[src/rtl/irq_daisy_ctrl.sv]
// irq_daisy_ctrl: multi-channel daisy-chain interrupt source.
// Each channel is synchronised, optionally debounced and edge-detected into a
// pending register. The pending set competes for one chain position via IEI/IEO.
// IACK returns the serviced channel index, and RETI releases the chain.
module irq_daisy_ctrl #(
  parameter int N_CH     = 4,
  parameter int DEBOUNCE = 0,
  parameter int VEC_W    = (N_CH > 1) ? $clog2(N_CH) : 1
) (
  input  logic             clk,
  input  logic             rst,
  input  logic [N_CH-1:0]  in,
  input  logic [N_CH-1:0]  ie,
  input  logic             iei,
  output logic             ieo,
  output logic             irq,
  input  logic             iack,
  input  logic             reti,
  output logic [VEC_W-1:0] vec,
  output logic             vec_valid,
  output logic [N_CH-1:0]  pending
);

  localparam logic [1:0] IDLE    = 2'd0;
  localparam logic [1:0] REQ     = 2'd1;
  localparam logic [1:0] SERVICE = 2'd2;

  logic [1:0]       state;
  logic [N_CH-1:0]  sync_a;
  logic [N_CH-1:0]  sync;
  logic [N_CH-1:0]  filt;
  logic [N_CH-1:0]  filt_d;
  logic [N_CH-1:0]  rise;
  logic [N_CH-1:0]  req;
  logic [N_CH-1:0]  sel_onehot;
  logic [N_CH-1:0]  clr;
  logic [VEC_W-1:0] sel_idx;
  logic             grant;

  // Two-flop synchroniser on every raw input
  always_ff @(posedge clk or posedge rst) begin
    if (rst) begin
      sync_a <= '0;
      sync   <= '0;
    end else begin
      sync_a <= in;
      sync   <= sync_a;
    end
  end

  generate
    if (DEBOUNCE == 0) begin : g_nofilt
      assign filt = sync;
    end else begin : g_filt
      localparam int CW = $clog2(DEBOUNCE + 1);
      for (genvar g = 0; g < N_CH; g++) begin : g_ch
        logic [CW-1:0] cnt;
        logic          filt_r;

        // Count consecutive cycles of disagreement; the filtered level adopts
        // the synchronised one on the cycle the count reaches DEBOUNCE.
        always_ff @(posedge clk or posedge rst) begin
          if (rst) begin
            cnt    <= '0;
            filt_r <= 1'b0;
          end else if (sync[g] == filt_r) begin
            cnt <= '0;
          end else if (cnt == CW'(DEBOUNCE - 1)) begin
            cnt    <= '0;
            filt_r <= sync[g];
          end else begin
            cnt <= cnt + 1'b1;
          end
        end

        assign filt[g] = filt_r;
      end
    end
  endgenerate

  // Delayed filtered level for rising-edge detection
  always_ff @(posedge clk or posedge rst) begin
    if (rst) filt_d <= '0;
    else     filt_d <= filt;
  end

  assign rise = filt & ~filt_d;
  assign req  = pending & ie;

  // Lowest set request index wins (channel 0 is highest priority)
  always_comb begin
    sel_idx    = '0;
    sel_onehot = '0;
    for (int unsigned i = N_CH; i > 0; i--) begin
      if (req[i-1]) sel_idx = VEC_W'(i - 1);
    end
    sel_onehot[sel_idx] = 1'b1;
  end

  assign grant = (state == REQ) && iei && (|req) && iack;
  assign clr   = grant ? sel_onehot : '0;

  // Pending register: a new enabled rise overrides a same-cycle acknowledge clear
  always_ff @(posedge clk or posedge rst) begin
    if (rst) pending <= '0;
    else     pending <= (pending & ~clr) | (rise & ie);
  end

  // Chain state machine with service vector capture
  always_ff @(posedge clk or posedge rst) begin
    if (rst) begin
      state     <= IDLE;
      vec       <= '0;
      vec_valid <= 1'b0;
    end else begin
      case (state)
        IDLE: begin
          if ((|req) && iei) state <= REQ;
        end
        REQ: begin
          if (!iei || (req == '0)) begin
            state <= IDLE;
          end else if (iack) begin
            state     <= SERVICE;
            vec       <= sel_idx;
            vec_valid <= 1'b1;
          end
        end
        SERVICE: begin
          if (reti) begin
            state     <= IDLE;
            vec_valid <= 1'b0;
          end
        end
        default: state <= IDLE;
      endcase
    end
  end

  assign irq = (state == REQ) && iei;
  assign ieo = iei && (state == IDLE) && (req == '0);

endmodule
[config.mk]
export PLATFORM = sky130hd
export DESIGN_NAME = irq_daisy_ctrl
export DESIGN_NICKNAME = d
export VERILOG_FILES = /design/src/rtl/irq_daisy_ctrl.sv
export SDC_FILE = /design/constraint.sdc
export NUM_CORES = 1
export LEC_CHECK = 0
export BUFFER_PORTS_ARGS = -buffer_cell sky130_fd_sc_hd__buf_2
export CORE_UTILIZATION = 35
export CTS_CLUSTER_DIAMETER = 30
export DETAILED_ROUTE_END_ITERATION = 8
export GPL_TIMING_DRIVEN = 0
export PLACE_DENSITY = 0.6
export SLEW_MARGIN = 20
export SYNTH_ARGS = -nofsm -noshare
export SYNTH_HDL_FRONTEND = slang
export SYNTH_SLANG_ARGS = --single-unit
[constraint.sdc]
create_clock -name clk -period 1.4 [get_ports clk]
set_clock_uncertainty 0.15 [all_clocks]
set_input_delay 0.07 -clock clk [delete_from_list [all_inputs] [get_ports clk]]
set_output_delay 0.07 -clock clk [all_outputs]
set_load 0.05 [all_outputs]
==> results.json, run 1 <==
{
  "slew_viol_final": 0,
  "die-area_um2": 2460,
  "cp-end-kind": "primary output",
  "drtPass1Iterations": 4,
  "ys_types": 19,
  "diodes": 0,
  "final_layout_size_suffix_gt1_frac": 0.449,
  "start_kind": "flip-flop",
  "fp.coreArea_um2": 2040,
  "fmax_mhz": 597,
  "syn_to_final_growth_pct": 42.9,
  "hold_slack_ns": -0.0930,
  "pre_cts_slack_ns": -0.123,
  "hpwl_um": 943,
  "grt_setup_unrepaired": "true",
  "drv_cap": 0,
  "max_slew.worst_pin.slew_ns": 0.738,
  "clk_path_buf_depth": 2,
  "grt_antenna_before_repair": 0,
  "drtIter0Drc": 6,
  "p_clk_frac": 0.181,
  "vdd_drop_max_v": 0.000915,
  "grt_pass1_wl_mm": 2.44,
  "ctsHoldBuffers": 10,
  "violations": "negative hold slack, negative setup slack",
  "layout.area.seq_um2": 529,
  "synth_top_cell_area_share": 0.662,
  "swShare": 0.371,
  "cts_buffers": 3,
  "leakagePower_nw": 0.541,
  "setup_violations": 7,
  "grt_usage": 0.132,
  "clk_pin_slew_ns": 0.11,
  "ys_seq_elements": 21,
  "die_w_um": 49.6,
  "internal_power_mw": 0.979,
  "routabilityCongestion": 0.674,
  "cp_data_arrival_time_ns": 1.46,
  "final_util": 0.555,
  "tritoncts": "yes",
  "pin_count": 22,
  "fill_cells": 190,
  "drt_wl_total_mm": 1.36,
  "portBuffers": 21,
  "max_slew_margin": 0.508,
  "synth.avg_cell_area_um2": 13.4,
  "crit_required_ns": 1.18,
  "htree_levels": 1,
  "ys_top_cells_by_area": "dfrtp_1 66%, nand2_1 5.2%, a32o_1 2.5%, nand3b_4 2.5%, nor2_8 2.5%",
  "hold_violations": 1,
  "netlist_area_um2": 793,
  "drtAntennaViolNets": 0,
  "min_path_type": "input port to flip-flop",
  "status": "finished with violations",
  "layout_setup_ws_ns": -0.276,
  "wl_per_cell_um": 10.9,
  "tns_ns": -0.667,
  "rows": 16,
  "synth_top_area_cell": "dfrtp_1",
  "drc": 0,
  "syn_nets": 72,
  "fin_nets": 112,
  "ys_seq_area_frac": 0.662,
  "power.density_nw_per_um2": 1370,
  "power.switching_mw": 0.578,
  "grt_overflow": 0,
  "grt_max_degree": 22,
  "seqPwrFrac": 0.474,
  "critPathMaxFanout": 2,
  "grt_pass1_vias": 586,
  "synth_cells": 59,
  "multiInputGateArea_um2": 269,
  "pwr-share-comb": 0.345,
  "period_share": 1.20,
  "finalCriticalPeriod_ns": 1.68,
  "stdcell_count": 125,
  "clk_latency_ns": 0.29,
  "die_y_um": 49.6,
  "critical_path_class": "flip-flop to primary output",
  "yosysWarnings": 0,
  "placed_cells": 107,
  "num_vias": 576,
  "vias_per_cell": 4.61,
  "root_buffer": "clkbuf_4",
  "cts_sinks": 21,
  "start_util": 0.388
}
-- synthesized netlist by cell type (all sizes together) --
cell type / number
dfrtp: 21
nand2: 12
inv: 5
a21oi: 3
a32o: 2
nand3: 2
nor2: 2
nor3: 2
o21ai: 2
o2bb2ai: 2
a22o: 1
a32oi: 1
and3b: 1
mux2: 1
nand2b: 1
nand3b: 1
-- cell type report --
type                       count  share of cell area
sequential                    21               0.467
multi-input combinational     33               0.237
timing repair buffer          35               0.225
tap                           27              0.0298
clock buffer                   3              0.0199
inverter                       5              0.0166
clock inverter                 1             0.00442
-- what timing repair did --
item	4_1_cts	5_1_grt
hold endpoints to repair	31	1
resized for setup	8	1
setup buffers	4	0
endpoints found under the setup margin	4	8
-- worst max-delay path: stages (launching register included) --
cell,delay (ns)
dfrtp_2,0.43
a22o_4,0.25
nand3b_4,0.18
nor3_4,0.13
buf_6,0.18
-- through the flow --
| stage | power [mW] | instance area [um2] | hold slack (ns) |
|---|---|---|---|
| global route | 1.63 | 1130 | -0.0717 |
| detailed placement | 1.23 | 950 | 0.0299 |
| floorplan | 1.12 | 811 | -0.104 |
| CTS | 1.57 | 1130 | -0.0970 |
| finish | 1.56 | 1130 | -0.0930 |
| global placement | 1.23 | 950 | 0.0279 |
-- per-layer routing --
| metal | part of all wire | wire, um | vias up | global-route usage |
|---|---|---|---|---|
| met5 | 0 | 0 | - | 0 |
| met3 | 0.038 | 52 | 2 | 0.0309 |
| met1 | 0.45 | 607 | 277 | 0.160 |
| met4 | 0.017 | 23 | 0 | 0.0714 |
| li1 | - | - | 283 | - |
| met2 | 0.50 | 678 | 14 | 0.216 |
-- state kept, by name, indices dropped and copies added, names as in the netlist --
register	cells
sync_a	4
vec	2
state	2
pending	4
filt_d	4
vec_valid	1
filt	4
-- worst paths after layout --
check / end / slack, ns / startpoint / cells after the start
max: ieo / -0.28 / pending[0]$_DFF_PP0_ / 4
min: pending[2]$_DFF_PP0_ / -0.09 / ie[2] / 3
max reg2reg: vec[0]$_DFFE_PP0P_ / -0.19 / pending[0]$_DFF_PP0_ / 5
min reg2reg: filt[1]$_DFF_PP0_ / 0.21 / sync_a[1]$_DFF_PP0_ / 0
max in group asynchronous: pending[2]$_DFF_PP0_ / 0.32 / rst / 3
min in group asynchronous: sync_a[1]$_DFF_PP0_ / 0.27 / rst / 3
-- placed cells by master, fill, tap and decap left out --
cell type,count
and3b_2,1
inv_1,5
buf_6,4
a32o_1,2
a32oi_1,1
a21oi_1,3
buf_2,19
clkbuf_4,3
dfrtp_2,3
nor3_2,1
nand2_4,1
o2bb2ai_1,2
nand3b_4,1
nand2_1,10
mux2_4,1
nor2_8,1
o21ai_2,1
dfrtp_1,18
dlygate4sd3_1,10
nor3_4,1
nor2_2,1
clkinv_2,1
o21ai_0,1
nand2_2,1
buf_4,2
nand3_1,2
a22o_4,1
nand2b_4,1
-- power by group through the flow --
stage                     Clock [mW]  Combinational (mW)  Sequential [mW]
after global placement             0               0.474            0.752
after global routing           0.313               0.570            0.749
final                          0.282               0.537            0.738
after CTS                      0.293               0.537            0.740
after detailed placement           0               0.478            0.755
after floorplan                    0               0.161            0.957
-- cell families (layout without fill, tap and decap cells) --
family | after synthesis | in the layout | share of synthesized area
AOI/OAI and AO/OA | 11 | 11 | 0.112
and+or+nand+nor | 21 | 21 | 0.183
DFF | 21 | 21 | 0.662
buffers and inverters | 5 | 44 | 0.0237
muxes | 1 | 1 | 0.0189
Power figures use the tool's default switching activity.
==> inputs of run 2 (changes only) <==
Settings changed: PLACE_DENSITY 0.6 to unset, PLACE_DENSITY_LB_ADDON set to 0.08.
==> run 2 against run 1 <==
Against the previous run: the flow still finishes with violations (negative hold slack, negative setup slack); combinational power increased by 0.9%; global-route usage increased by 0.86 points; non-clock buffer count increased by 1; clock-buffer cell count increased by 1; register-to-register slack about the same; first-iteration DRC count decreased by 33%; utilization increased by 0.43 points; flip-flop and latch count unchanged; critical path depth unchanged.
==> results.json, run 2 (same netlist as run 1, synthesis figures left out) <==
{
  "cp_num_buf_inv": 1,
  "pin_count": 22,
  "setup_violations": 7,
  "mostFrequentLayoutCell": "buf_2",
  "p_total_mw": 1.55,
  "max_slew_margin": 0.501,
  "power.density_nw_per_um2": 1360,
  "grt_pass1_vias": 602,
  "layout_setup_ws_ns": -0.267,
  "cp_data_arrival_time_ns": 1.45,
  "portBuffers": 21,
  "drtAntennaViolNets": 0,
  "placed_area_um2": 950,
  "grt_setup_unrepaired": "true",
  "reg2reg_depth": 5,
  "worstPathCellList": "a22o_4, nand3b_4, nor3_4, buf_6",
  "min_path_type": "input port to flip-flop",
  "drtPass1Iterations": 4,
  "critical_path_class": "flip-flop to primary output",
  "r2r_slack_ns": -0.19,
  "slew_viol_final": 0,
  "grt_overflow": 0,
  "slowest_stage": "dfrtp_2",
  "startpoint": "pending[0]$_DFF_PP0_",
  "leakagePower_nw": 0.543,
  "cpPeakStageDelay_ns": 0.44,
  "cp_top_family": "flip-flops",
  "crit_required_ns": 1.18,
  "status": "finished with violations",
  "violations": "negative hold slack, negative setup slack",
  "clk_path_buf_depth": 2,
  "drtIter0Drc": 4,
  "drv_cap": 0,
  "ctsHoldBuffers": 11,
  "stdcell_count": 126,
  "final_util": 0.559,
  "root_buffer": "clkbuf_4",
  "placed_cells": 107,
  "max_slew.worst_pin.slew_ns": 0.748,
  "routabilityCongestion": 0.729,
  "grt_antenna_before_repair": 0,
  "vdd_drop_max_v": 0.000822,
  "hold_violations": 1,
  "clk_latency_ns": 0.29,
  "vias_per_cell": 4.57,
  "fp.coreArea_um2": 2040,
  "timing.rr.start": "pending[0]$_DFF_PP0_",
  "start_kind": "flip-flop",
  "r2r_end": "vec[0]$_DFFE_PP0P_",
  "critPathMaxFanout": 2,
  "finalCriticalPeriod_ns": 1.67,
  "fin_nets": 113,
  "final_cell_mix": "19 x buf_2, 18 x dfrtp_1, 11 x dlygate4sd3_1, 10 x nand2_1, 5 x inv_1",
  "tritoncts": "yes",
  "grt_pass1_wl_mm": 2.57,
  "cts_sinks": 21,
  "fmax_mhz": 600,
  "drt_wl_total_mm": 1.41,
  "hold_slack_ns": -0.0806,
  "hpwl_um": 929,
  "final_area_um2": 1140,
  "min_from": "ie[2]",
  "endpoint": "ieo",
  "grt_max_degree": 22,
  "drc": 0,
  "cts_buffers": 3,
  "syn_to_final_growth_pct": 44.0,
  "die_w_um": 49.6,
  "clk_pin_slew_ns": 0.10,
  "num_vias": 576,
  "grt_usage": 0.141,
  "period_share": 1.19,
  "die_y_um": 49.6,
  "final_layout_size_suffix_gt1_frac": 0.434,
  "wl_per_cell_um": 11.2,
  "diodes": 0,
  "start_util": 0.388,
  "cp.depth": 4,
  "htree_levels": 1,
  "rows": 16,
  "cp-end-kind": "primary output",
  "die-area_um2": 2460
}
## run 2: changes by cell type in the layout (fill, tap and decap cells not counted), sizes merged
| cell | previous run | this run |
|---|---|---|
| clkinv | 1 | 0 |
| clkbuf | 3 | 4 |
| dlygate4sd3 | 10 | 11 |
## run 2: how the worst min path moves through the flow
stage | end | slack [ns] | cells after the start
after floorplan | filt[0]$_DFF_PP0_ | -0.10 | 1
after global placement | sync_a[0]$_DFF_PP0_ | 0.03 | 1
after detailed placement | sync_a[2]$_DFF_PP0_ | 0.03 | 1
after CTS | pending[2]$_DFF_PP0_ | -0.09 | 3
after global routing | pending[2]$_DFF_PP0_ | -0.05 | 3
final | pending[2]$_DFF_PP0_ | -0.08 | 3
## run 2: power breakdown
| part | internal [mW] | total, mW | switching [mW] | leakage [nW] |
|---|---|---|---|---|
| sequential | 0.691 | 0.740 | 0.0493 | 0.239 |
| combinational | 0.184 | 0.542 | 0.358 | 0.289 |
| clock | 0.111 | 0.273 | 0.162 | 0.0150 |
## run 2: final cells by class
class	instances	area, um2
Sequential cell	21	529
Fill cell	182	900
Inverter	5	18.8
Clock buffer	4	26.3
Tap cell	27	33.8
Multi-Input combinational cell	33	269
Timing Repair Buffer	36	265
## run 2: stage by stage
step           setup slack [ns]  TNS, ns
6_report                 -0.267   -0.699
2_1_floorplan            -0.225   -0.571
3_3_place_gp             -0.127   -0.202
5_1_grt                  -0.330    -1.10
4_1_cts                  -0.269   -0.624
3_5_place_dp             -0.122   -0.204
## run 2: worst min-delay path: stages
cell and delay (ns):
buf_2 0.10, nand2_1 0.05, o2bb2ai_1 0.11
## run 2: layer usage
metal  global-route usage  wire length [um]
met1                0.166               570
met2                0.232               733
met3               0.0278                74
met4               0.0905                30
met5                    0                 0
## run 2: timing repair
action / CTS / global route
hold endpoints to repair: 31 / 1
setup endpoints to repair: 4 / 8
resized for setup: 7 / 3
setup buffers: 4 / 1
cloned: 0 / 0
==> inputs of run 3 (changes only) <==
Settings changed: REMOVE_ABC_BUFFERS set to 1.
==> run 3 against run 2 <==
Against the previous run: the run ends with negative setup slack left; total power is 3.9% higher; hold slack improved by 0.14 ns; flip-flop and latch count unchanged; utilization rose by 3.9 points; sequential power barely moved; largest cell class unchanged; clock-buffer cell count shrank 1; design area grew 6.9%; largest power group unchanged.
==> results.json, run 3 (same netlist as run 1, synthesis figures left out) <==
{
  "status": "finished with violations",
  "violations": "negative setup slack",
  "cp_data_arrival_time_ns": 1.50,
  "die-area_um2": 2460,
  "vias_per_cell": 4.56,
  "finalCriticalPeriod_ns": 1.72,
  "syn_to_final_growth_pct": 53.9,
  "slew_viol_final": 0,
  "crit_required_ns": 1.18,
  "cp-end-kind": "primary output",
  "grt_max_degree": 22,
  "internal_power_mw": 1.01,
  "fp.coreArea_um2": 2040,
  "htree_levels": 1,
  "layout.area.seq_um2": 527,
  "max_slew.worst_pin.slew_ns": 0.741,
  "leakagePower_nw": 0.581,
  "final_layout_size_suffix_gt1_frac": 0.457,
  "drv_cap": 0,
  "die_y_um": 49.6,
  "final_cell_mix": "20 x dfrtp_1, 19 x buf_2, 12 x dlygate4sd3_1, 10 x nand2_1",
  "rows": 16,
  "min_path_type": "input port to flip-flop",
  "critical_path_class": "flip-flop to primary output",
  "grt_usage": 0.139,
  "p_clk_frac": 0.184,
  "layout_setup_ws_ns": -0.317,
  "pwr-share-comb": 0.356,
  "fmax_mhz": 583,
  "die_w_um": 49.6,
  "power.density_nw_per_um2": 1320,
  "setup_violations": 7,
  "wl_per_cell_um": 11.4,
  "start_kind": "flip-flop",
  "swShare": 0.376,
  "start_util": 0.388,
  "max_slew_margin": 0.506,
  "fin_nets": 119,
  "pre_cts_slack_ns": -0.140,
  "placed_cells": 107,
  "grt_pass1_wl_mm": 2.62,
  "stdcell_count": 132,
  "clk_pin_slew_ns": 0.12,
  "multiInputGateArea_um2": 283,
  "grt_overflow": 0,
  "fill_cells": 179,
  "mostFrequentLayoutCell": "dfrtp_1",
  "grt_pass1_vias": 630,
  "hold_violations": 0,
  "grt_antenna_before_repair": 0,
  "pin_count": 22,
  "cts_sinks": 21,
  "drtPass1Iterations": 4,
  "hpwl_um": 961,
  "power.switching_mw": 0.607,
  "period_share": 1.23,
  "tritoncts": "yes",
  "drt_wl_total_mm": 1.50,
  "diodes": 0,
  "portBuffers": 21,
  "seqPwrFrac": 0.460,
  "critPathMaxFanout": 4,
  "tns_ns": -1.34,
  "root_buffer": "clkbuf_4",
  "drc": 0,
  "cts_buffers": 3,
  "grt_setup_unrepaired": "true",
  "clk_path_buf_depth": 2,
  "vdd_drop_max_v": 0.000764,
  "drtAntennaViolNets": 0,
  "clk_latency_ns": 0.30,
  "routabilityCongestion": 0.725,
  "num_vias": 602,
  "drtIter0Drc": 3
}
-- run 3: changes by cell type in the layout (fill, tap and decap cells not counted), sizes merged --
cell | previous run | this run
buf | 25 | 30
clkbuf | 4 | 3
clkinvlp | 0 | 1
dlygate4sd3 | 11 | 12
-- run 3: worst paths after layout --
| check | endpoint | start | slack, ns | cells after the start |
|---|---|---|---|---|
| hold reg to reg | filt[0]$_DFF_PP0_ | sync_a[0]$_DFF_PP0_ | 0.21 | 0 |
| hold / removal | vec[0]$_DFFE_PP0P_ | ie[0] | 0.06 | 3 |
| max in group asynchronous | state[0]$_DFFE_PP0P_ | rst | 0.32 | 3 |
| min in group asynchronous | sync_a[1]$_DFF_PP0_ | rst | 0.27 | 3 |
| setup reg to reg | pending[3]$_DFF_PP0_ | pending[0]$_DFF_PP0_ | -0.29 | 6 |
| setup / recovery | ieo | pending[0]$_DFF_PP0_ | -0.32 | 4 |
-- run 3: routing by layer --
metal / track usage / share of wire / vias to the layer above
met3: 0.0556 / 0.033 / 0
met2: 0.252 / 0.53 / 15
li1: - / - / 295
met4: 0.0143 / 0 / 0
met1: 0.157 / 0.44 / 292
met5: 0 / 0 / -
-- run 3: final cells by class --
type                            instances  share of cell area
Multi-Input combinational cell         33               0.232
Clock buffer                            3              0.0184
Clock inverter                          1             0.00615
Inverter                                5              0.0154
Tap cell                               27              0.0277
Timing Repair Buffer                   42               0.269
Sequential cell                        21               0.431
-- run 3: stage by stage --
| step | utilization | hold slack, ns | total power [mW] | area, um2 |
|---|---|---|---|---|
| floorplan | - | -0.103 | 1.11 | 793 |
| global placement | 0.456 | 0.0274 | 1.21 | 932 |
| detailed placement | 0.456 | 0.0293 | 1.23 | 932 |
| CTS | 0.567 | 0.0494 | 1.60 | 1160 |
| global route | 0.598 | 0.0534 | 1.71 | 1220 |
| finish | 0.598 | 0.0566 | 1.62 | 1220 |
-- run 3: critical path, cell delays in order (launching register included) --
cell      delay, ns
dfrtp_1        0.44
a22o_4         0.28
nand3b_4       0.17
nor3_4         0.13
buf_6          0.18
-- run 3: power groups by stage --
| stage | clock [mW] | sequential [mW] | combinational (mW) |
|---|---|---|---|
| global placement | 0 | 0.747 | 0.468 |
| finish | 0.297 | 0.743 | 0.575 |
| global route | 0.347 | 0.756 | 0.608 |
| detailed placement | 0 | 0.752 | 0.473 |
| CTS | 0.310 | 0.741 | 0.544 |
| floorplan | 0 | 0.951 | 0.154 |
-- run 3: timing repair --
action,4_1_cts,5_1_grt
setup endpoints to repair,4,9
gates resized for setup,10,6
pin swaps,5,1
hold endpoints to repair,31,0
hold buffers,12,0
setup buffers,4,5
